==> src/rtl/fwd_hazard_unit_if.sv <==
// Decode-side request and EX bypass/stall response bundle for the forwarding/hazard unit.
interface fwd_hazard_unit_if #(
  parameter int unsigned ADDR_WIDTH = 5,
  parameter int unsigned NUM_STAGES = 2,
  parameter int unsigned CNT_WIDTH  = 16
);
  localparam int unsigned SEL_W = $clog2(NUM_STAGES + 1);

  logic                  id_valid;
  logic [ADDR_WIDTH-1:0] id_rs1;
  logic [ADDR_WIDTH-1:0] id_rs2;
  logic [ADDR_WIDTH-1:0] id_rd;
  logic                  id_we;
  logic                  id_is_load;
  logic                  flush;
  logic [SEL_W-1:0]      ex_op1_sel;
  logic [SEL_W-1:0]      ex_op2_sel;
  logic                  stall;
  logic [CNT_WIDTH-1:0]  stall_cnt;

  modport master (
    output id_valid, id_rs1, id_rs2, id_rd, id_we, id_is_load, flush,
    input  ex_op1_sel, ex_op2_sel, stall, stall_cnt
  );

  modport slave (
    input  id_valid, id_rs1, id_rs2, id_rd, id_we, id_is_load, flush,
    output ex_op1_sel, ex_op2_sel, stall, stall_cnt
  );
endinterface

==> src/rtl/fwd_hazard_unit.sv <==
// Tracks in-flight destination registers and produces EX bypass selects,
// a combinational load-use/RAW stall and a saturating stall counter.
module fwd_hazard_unit #(
  parameter int unsigned ADDR_WIDTH = 5,
  parameter int unsigned NUM_STAGES = 2,
  parameter int unsigned FWD_EN     = 1,
  parameter int unsigned CNT_WIDTH  = 16
) (
  input  logic               clk,
  input  logic               rst_n,
  fwd_hazard_unit_if.slave   bus
);

  localparam int unsigned SEL_W = $clog2(NUM_STAGES + 1);

  typedef struct packed {
    logic                  v;
    logic [ADDR_WIDTH-1:0] rd;
    logic                  ld;
  } entry_t;

  // Index 0 is position 1 (EX), index 1 is position 2 (MEM), ...
  entry_t                pipe_q [NUM_STAGES];
  logic [NUM_STAGES-1:0] hit1;
  logic [NUM_STAGES-1:0] hit2;
  logic [SEL_W-1:0]      sel1_c;
  logic [SEL_W-1:0]      sel2_c;
  logic [SEL_W-1:0]      sel1_q;
  logic [SEL_W-1:0]      sel2_q;
  logic [CNT_WIDTH-1:0]  cnt_q;
  logic                  load_use;
  logic                  raw;
  logic                  stall_c;

  // Match each operand against every tracked producer
  always_comb begin
    hit1 = '0;
    hit2 = '0;
    for (int j = 0; j < int'(NUM_STAGES); j++) begin
      hit1[j] = pipe_q[j].v && (pipe_q[j].rd == bus.id_rs1);
      hit2[j] = pipe_q[j].v && (pipe_q[j].rd == bus.id_rs2);
    end
  end

  // Youngest producer wins: scan oldest to youngest so the smallest position overrides
  always_comb begin
    sel1_c = '0;
    sel2_c = '0;
    if (FWD_EN != 0) begin
      for (int j = int'(NUM_STAGES) - 1; j >= 0; j--) begin
        if (hit1[j]) sel1_c = SEL_W'(j + 1);
        if (hit2[j]) sel2_c = SEL_W'(j + 1);
      end
    end
  end

  always_comb begin
    load_use = pipe_q[0].ld && (hit1[0] || hit2[0]);
    raw      = |{hit1, hit2};
    stall_c  = bus.id_valid && !bus.flush && ((FWD_EN != 0) ? load_use : raw);
  end

  // Producer shift register, bypass selects and stall counter; flush beats stall
  always_ff @(posedge clk or negedge rst_n) begin
    if (!rst_n) begin
      for (int j = 0; j < int'(NUM_STAGES); j++) pipe_q[j] <= '0;
      sel1_q <= '0;
      sel2_q <= '0;
      cnt_q  <= '0;
    end else if (bus.flush) begin
      for (int j = 0; j < int'(NUM_STAGES); j++) pipe_q[j] <= '0;
      sel1_q <= '0;
      sel2_q <= '0;
    end else begin
      for (int j = int'(NUM_STAGES) - 1; j > 0; j--) pipe_q[j] <= pipe_q[j-1];
      if (stall_c) begin
        pipe_q[0] <= '0;
        sel1_q    <= '0;
        sel2_q    <= '0;
        if (cnt_q != '1) cnt_q <= cnt_q + CNT_WIDTH'(1);
      end else begin
        pipe_q[0] <= {bus.id_valid & bus.id_we & (bus.id_rd != '0), bus.id_rd, bus.id_is_load};
        sel1_q    <= bus.id_valid ? sel1_c : '0;
        sel2_q    <= bus.id_valid ? sel2_c : '0;
      end
    end
  end

  assign bus.ex_op1_sel = sel1_q;
  assign bus.ex_op2_sel = sel2_q;
  assign bus.stall      = stall_c;
  assign bus.stall_cnt  = cnt_q;

endmodule

==> src/flat_wrapper.sv <==
// flat-port wrapper written by rule: the top's interface ports become plain ports
module fwd_hazard_unit_flat 
#(
  parameter int unsigned ADDR_WIDTH = 5,
  parameter int unsigned NUM_STAGES = 2,
  parameter int unsigned FWD_EN     = 1,
  parameter int unsigned CNT_WIDTH  = 16
)
  (clk, rst_n, bus_id_valid, bus_id_rs1, bus_id_rs2, bus_id_rd, bus_id_we, bus_id_is_load, bus_flush, bus_ex_op1_sel, bus_ex_op2_sel, bus_stall, bus_stall_cnt);
  fwd_hazard_unit_if #(.ADDR_WIDTH(ADDR_WIDTH), .NUM_STAGES(NUM_STAGES), .CNT_WIDTH(CNT_WIDTH)) bus_i ();
  input  logic clk;
  input  logic rst_n;
  input wire logic [$bits(bus_i.id_valid)-1:0] bus_id_valid;
  input wire logic [$bits(bus_i.id_rs1)-1:0] bus_id_rs1;
  input wire logic [$bits(bus_i.id_rs2)-1:0] bus_id_rs2;
  input wire logic [$bits(bus_i.id_rd)-1:0] bus_id_rd;
  input wire logic [$bits(bus_i.id_we)-1:0] bus_id_we;
  input wire logic [$bits(bus_i.id_is_load)-1:0] bus_id_is_load;
  input wire logic [$bits(bus_i.flush)-1:0] bus_flush;
  output wire logic [$bits(bus_i.ex_op1_sel)-1:0] bus_ex_op1_sel;
  output wire logic [$bits(bus_i.ex_op2_sel)-1:0] bus_ex_op2_sel;
  output wire logic [$bits(bus_i.stall)-1:0] bus_stall;
  output wire logic [$bits(bus_i.stall_cnt)-1:0] bus_stall_cnt;
  assign bus_i.id_valid = bus_id_valid;
  assign bus_i.id_rs1 = bus_id_rs1;
  assign bus_i.id_rs2 = bus_id_rs2;
  assign bus_i.id_rd = bus_id_rd;
  assign bus_i.id_we = bus_id_we;
  assign bus_i.id_is_load = bus_id_is_load;
  assign bus_i.flush = bus_flush;
  assign bus_ex_op1_sel = bus_i.ex_op1_sel;
  assign bus_ex_op2_sel = bus_i.ex_op2_sel;
  assign bus_stall = bus_i.stall;
  assign bus_stall_cnt = bus_i.stall_cnt;
  fwd_hazard_unit #(.ADDR_WIDTH(ADDR_WIDTH), .NUM_STAGES(NUM_STAGES), .FWD_EN(FWD_EN), .CNT_WIDTH(CNT_WIDTH)) u_core (.clk(clk), .rst_n(rst_n), .bus(bus_i));
endmodule
==> config.mk <==
export PLATFORM = sky130hd
export DESIGN_NAME = fwd_hazard_unit_flat
export DESIGN_NICKNAME = d
export VERILOG_FILES = /design/src/rtl/fwd_hazard_unit_if.sv /design/src/rtl/fwd_hazard_unit.sv /design/src/flat_wrapper.sv
export SDC_FILE = /design/constraint.sdc
export NUM_CORES = 1
export LEC_CHECK = 0
export BUFFER_PORTS_ARGS = -buffer_cell sky130_fd_sc_hd__buf_2
export CORE_MARGIN = 2
export CORE_UTILIZATION = 52
export DETAILED_ROUTE_END_ITERATION = 12
export GPL_TIMING_DRIVEN = 0
export PLACE_DENSITY_LB_ADDON = 0.05
export SLEW_MARGIN = 20
export SYNTH_ARGS = -nofsm -noshare
export SYNTH_HDL_FRONTEND = slang
export SYNTH_SLANG_ARGS = --single-unit
==> constraint.sdc <==
create_clock -name clk -period 1.9 [get_ports clk]
set_input_delay 0.19 -clock clk [delete_from_list [all_inputs] [get_ports clk]]
set_output_delay 0.19 -clock clk [all_outputs]
set_load 0.05 [all_outputs]
==> out/metrics.csv <==
stage,metric,value,unit
logic_synthesis,number of unique standard cell types used by synthesis,35,
die,Starting Density,55.08,%
detailed_routing,final WL,4477,um
timing,worst clock skew,23.82,ps
detailed_routing,via count,1471,
pwr,pwr/cell area,578.8,nW/um^2
global_route,GRT Total Usage,25.34,%
die,die area,3733,um^2
setup_path,maximum fanout along the worst path,3,
detailed_routing,Detailed Routing Iterations Pass 1,6,
setup_path,R2R setup slack,-130,ps
status,outcome,"finished, violations left",
place,Port Buf Inserts,41,
timing,final hold violation count,0,
timing,Worst-Margin Slew,705.7,ps
logic_synthesis,Synth Register Bits,33,
die,Die Wd,61.10,um
global_route,antenna violations before repair,0,
setup_path,crit-path leading delay family,simple AND/OR/NAND/NOR gates,
setup_path,CP Capture Type,output port,
pwr,P_leak,1.217,nW
clock_tree,CTS tree,done,
die,# rows,20,
die,Die H,61.10,um
timing,final setup margin,-189.3,ps
place,GPL Wtd Cong,0.9146,
logic_synthesis,Synth async-reset ratio,100.0,%
min_path,Hold WC Path Type,in2reg,
clock_tree,clk sinks,33,
global_route,grt ovf,0,
setup_path,Crit-path slowest cell,or4_4,
logic_synthesis,ys flop type,dfrtp_1,
setup_path,Worst path max stage delay,550,ps
logic_synthesis,Yosys top cell by area,dfrtp_1,
timing,RSZ-0062 raised after global routing,yes,
logic_synthesis,cells after synthesis,149,
setup_path,Critical Path RT,1710,ps
final_layout,"Core Util, Final",82.72,%
die,Core Box Area,3078,um^2
setup_path,"Arr. time, crit path",1900,ps
final_layout,"leading cell types in the layout, fill and taps excluded","buf_2, dfrtp_1, buf_4",
clock_tree,clock insertion delay at the later pin of the skew report,350,ps
pwr,Pwr Total,0.001474,W
detailed_routing,Routed WL per cell,17.02,um
clock_tree,Max H-tree Level,2,
final_layout,layout cells sized above 1,52.05,%
logic_synthesis,syn_nets,171,
global_route,number of global-route vias before repair,1464,
logic_synthesis,Mean Syn Cell Area,11.38,um^2
die,# IOs,42,
logic_synthesis,sequential-to-total area share from yosys stat,48.71,%
final_layout,Layout Nets,240,
logic_synthesis,share of the synthesized area in the top cell type,48.71,%
final_layout,Synth-to-Final Area Change,50.18,%
timing,Tmin final,2089,ps
setup_path,crit path buf inv count,1,
detailed_routing,vias per inst,5.593,
detailed_routing,Iteration-0 DRC Markers,88,
logic_synthesis,Synth warnings,0,
timing,Max transition margin,52.95,%
timing,FMAX,478.6,MHz
pwr,peak supply drop,0.4093,mV
detailed_routing,Remaining DRCs,0,
timing,Final setup viols,21,
global_route,first-pass GRT wire length,6837,um
setup_path,crit-path cells,xnor2_2 > nand2_1 > or4_4 > o41ai_4 > buf_6,
setup_path,Critical Path Start Type,flip-flop,
place,post-DP HPWL,2530,um
clock_tree,clock buffer depth,2,
place,dpl ws,-30.45,ps
final_layout,diodes inserted,0,
status,failing checks,negative setup slack,
clock_tree,CTS Buf Count,5,
timing,max-slew violation count,0,
clock_tree,Worst-path clk slew,100,ps
clock_tree,Root Driver,clkbuf_4,
setup_path,CP Class,reg2out,
global_route,largest net degree at the start of global routing,34,
logic_synthesis,number of flops mapped to enable cells by yosys,0,
final_layout,"commonest non-fill, non-tap cell in the layout",buf_2,
logic_synthesis,main area contributors after synthesis,"dfrtp_1, xnor2_1, xor2_1",
timing,Tcrit/Tclk final,110.0,%
detailed_routing,DRT antenna net count,0,
logic_synthesis,Post-Syn Area,1695,um^2
flow_run,total of max-cap violations,0,
==> cell families (layout without fill, tap and decap cells) <==
group                    Yosys count  in the layout  share of synthesized area [%]
AND/OR/NAND/NOR                   68             68                          26.13
XOR/XNOR                          34             34                          17.56
flip-flops                        33             33                          48.71
AO/OA/AOI/OAI                      8              8                          4.355
buffers and inverters              3             73                          1.180
multiplexers                       2              2                          1.328
adder cells (fa/ha/maj)            1              1                         0.7379
==> synth_stat cells, types with 2 or more instances <==
library cell,instances
xnor2_1,21
mux2_2,2
a2111oi_0,2
xor2_1,13
nand3_1,6
nor2_1,5
nor4b_1,2
nor3_1,5
nor3b_1,3
and2_1,6
and3b_1,2
nand4_1,9
dfrtp_1,33
and3_1,3
nand2_1,11
and2b_1,5
or4_1,2
nor4_4,2
==> stage by stage <==
step,area (um^2),instances,hold WS [ps],TNS (ps)
3_3_place_gp,1974,234,271.6,0
3_5_place_dp,1974,234,285.8,-37.24
6_report,2546,263,55.03,-1780
5_1_grt,2546,263,42.88,-3863
4_1_cts,2350,256,48.22,-1361
2_1_floorplan,1714,149,-105.6,0
==> power by group <==
| group | internal, W | leakage (nW) | switching, W |
|---|---|---|---|
| Sequential | 0.000715 | 0.436 | 0.0000172 |
| Combinational | 0.0000908 | 0.737 | 0.0000879 |
| Clock | 0.000313 | 0.0445 | 0.000250 |
| Total | 0.00112 | 1.22 | 0.000355 |
==> sequential cells by signal, indices dropped and copies added, names as in the netlist <==
register,count
u_core.bus.stall_cnt,16
u_core.pipe_q,13
u_core.bus.ex_op1_sel,2
u_core.bus.ex_op2_sel,2
==> path summary, 6_finish.rpt <==
kind                       cells after the start                       end                      from
min                                            2          u_core.pipe_q[7]            bus_id_is_load
max                                            5                 bus_stall         u_core.pipe_q[11]
max in group asynchronous                      2   u_core.bus.stall_cnt[1]                     rst_n
min reg2reg                                    1  u_core.bus.stall_cnt[10]  u_core.bus.stall_cnt[10]
max reg2reg                                   10          u_core.pipe_q[7]          u_core.pipe_q[9]
min in group asynchronous                      2  u_core.bus.ex_op1_sel[0]                     rst_n
==> worst register-to-register path, cell delays in order, from the launching register on <==
cell and delay (ps):
dfrtp_1 440, xnor2_2 180, nand2_1 110, buf_4 150
buf_4 130, buf_4 120, buf_4 120, buf_4 120
o22ai_2 210, a31oi_2 160, and2_1 190
==> layout make-up <==
class                      instances  area (um^2)
inverter                           1        3.754
sequential                        33        834.6
clock buffer                       6        51.30
buffer                             2        31.28
multi-input combinational        113         1129
tap                               44        55.05
clock inverter                     2        37.54
timing repair buffer              62        404.1
fill                             171        531.8
==> repair_timing <==
action                                  in CTS  in global routing
hold buffers                                 1                  0
endpoints found under the hold margin       33                  0
resized for setup                           33                 23
pin swaps                                   17                 24
buffers inserted                            13                  9
endpoints found under the setup margin       6                 25
cloned                                       0                  1
==> routing by layer <==
metal | global-route usage, % | vias to the layer above | wire, um
met5 | 0 | - | 0
met4 | 14.60 | 0 | 107
met3 | 6.303 | 16 | 297
met2 | 39.36 | 66 | 2256
met1 | 32.17 | 714 | 1816
li1 | - | 675 | -
(Power assumes the default switching activity.)
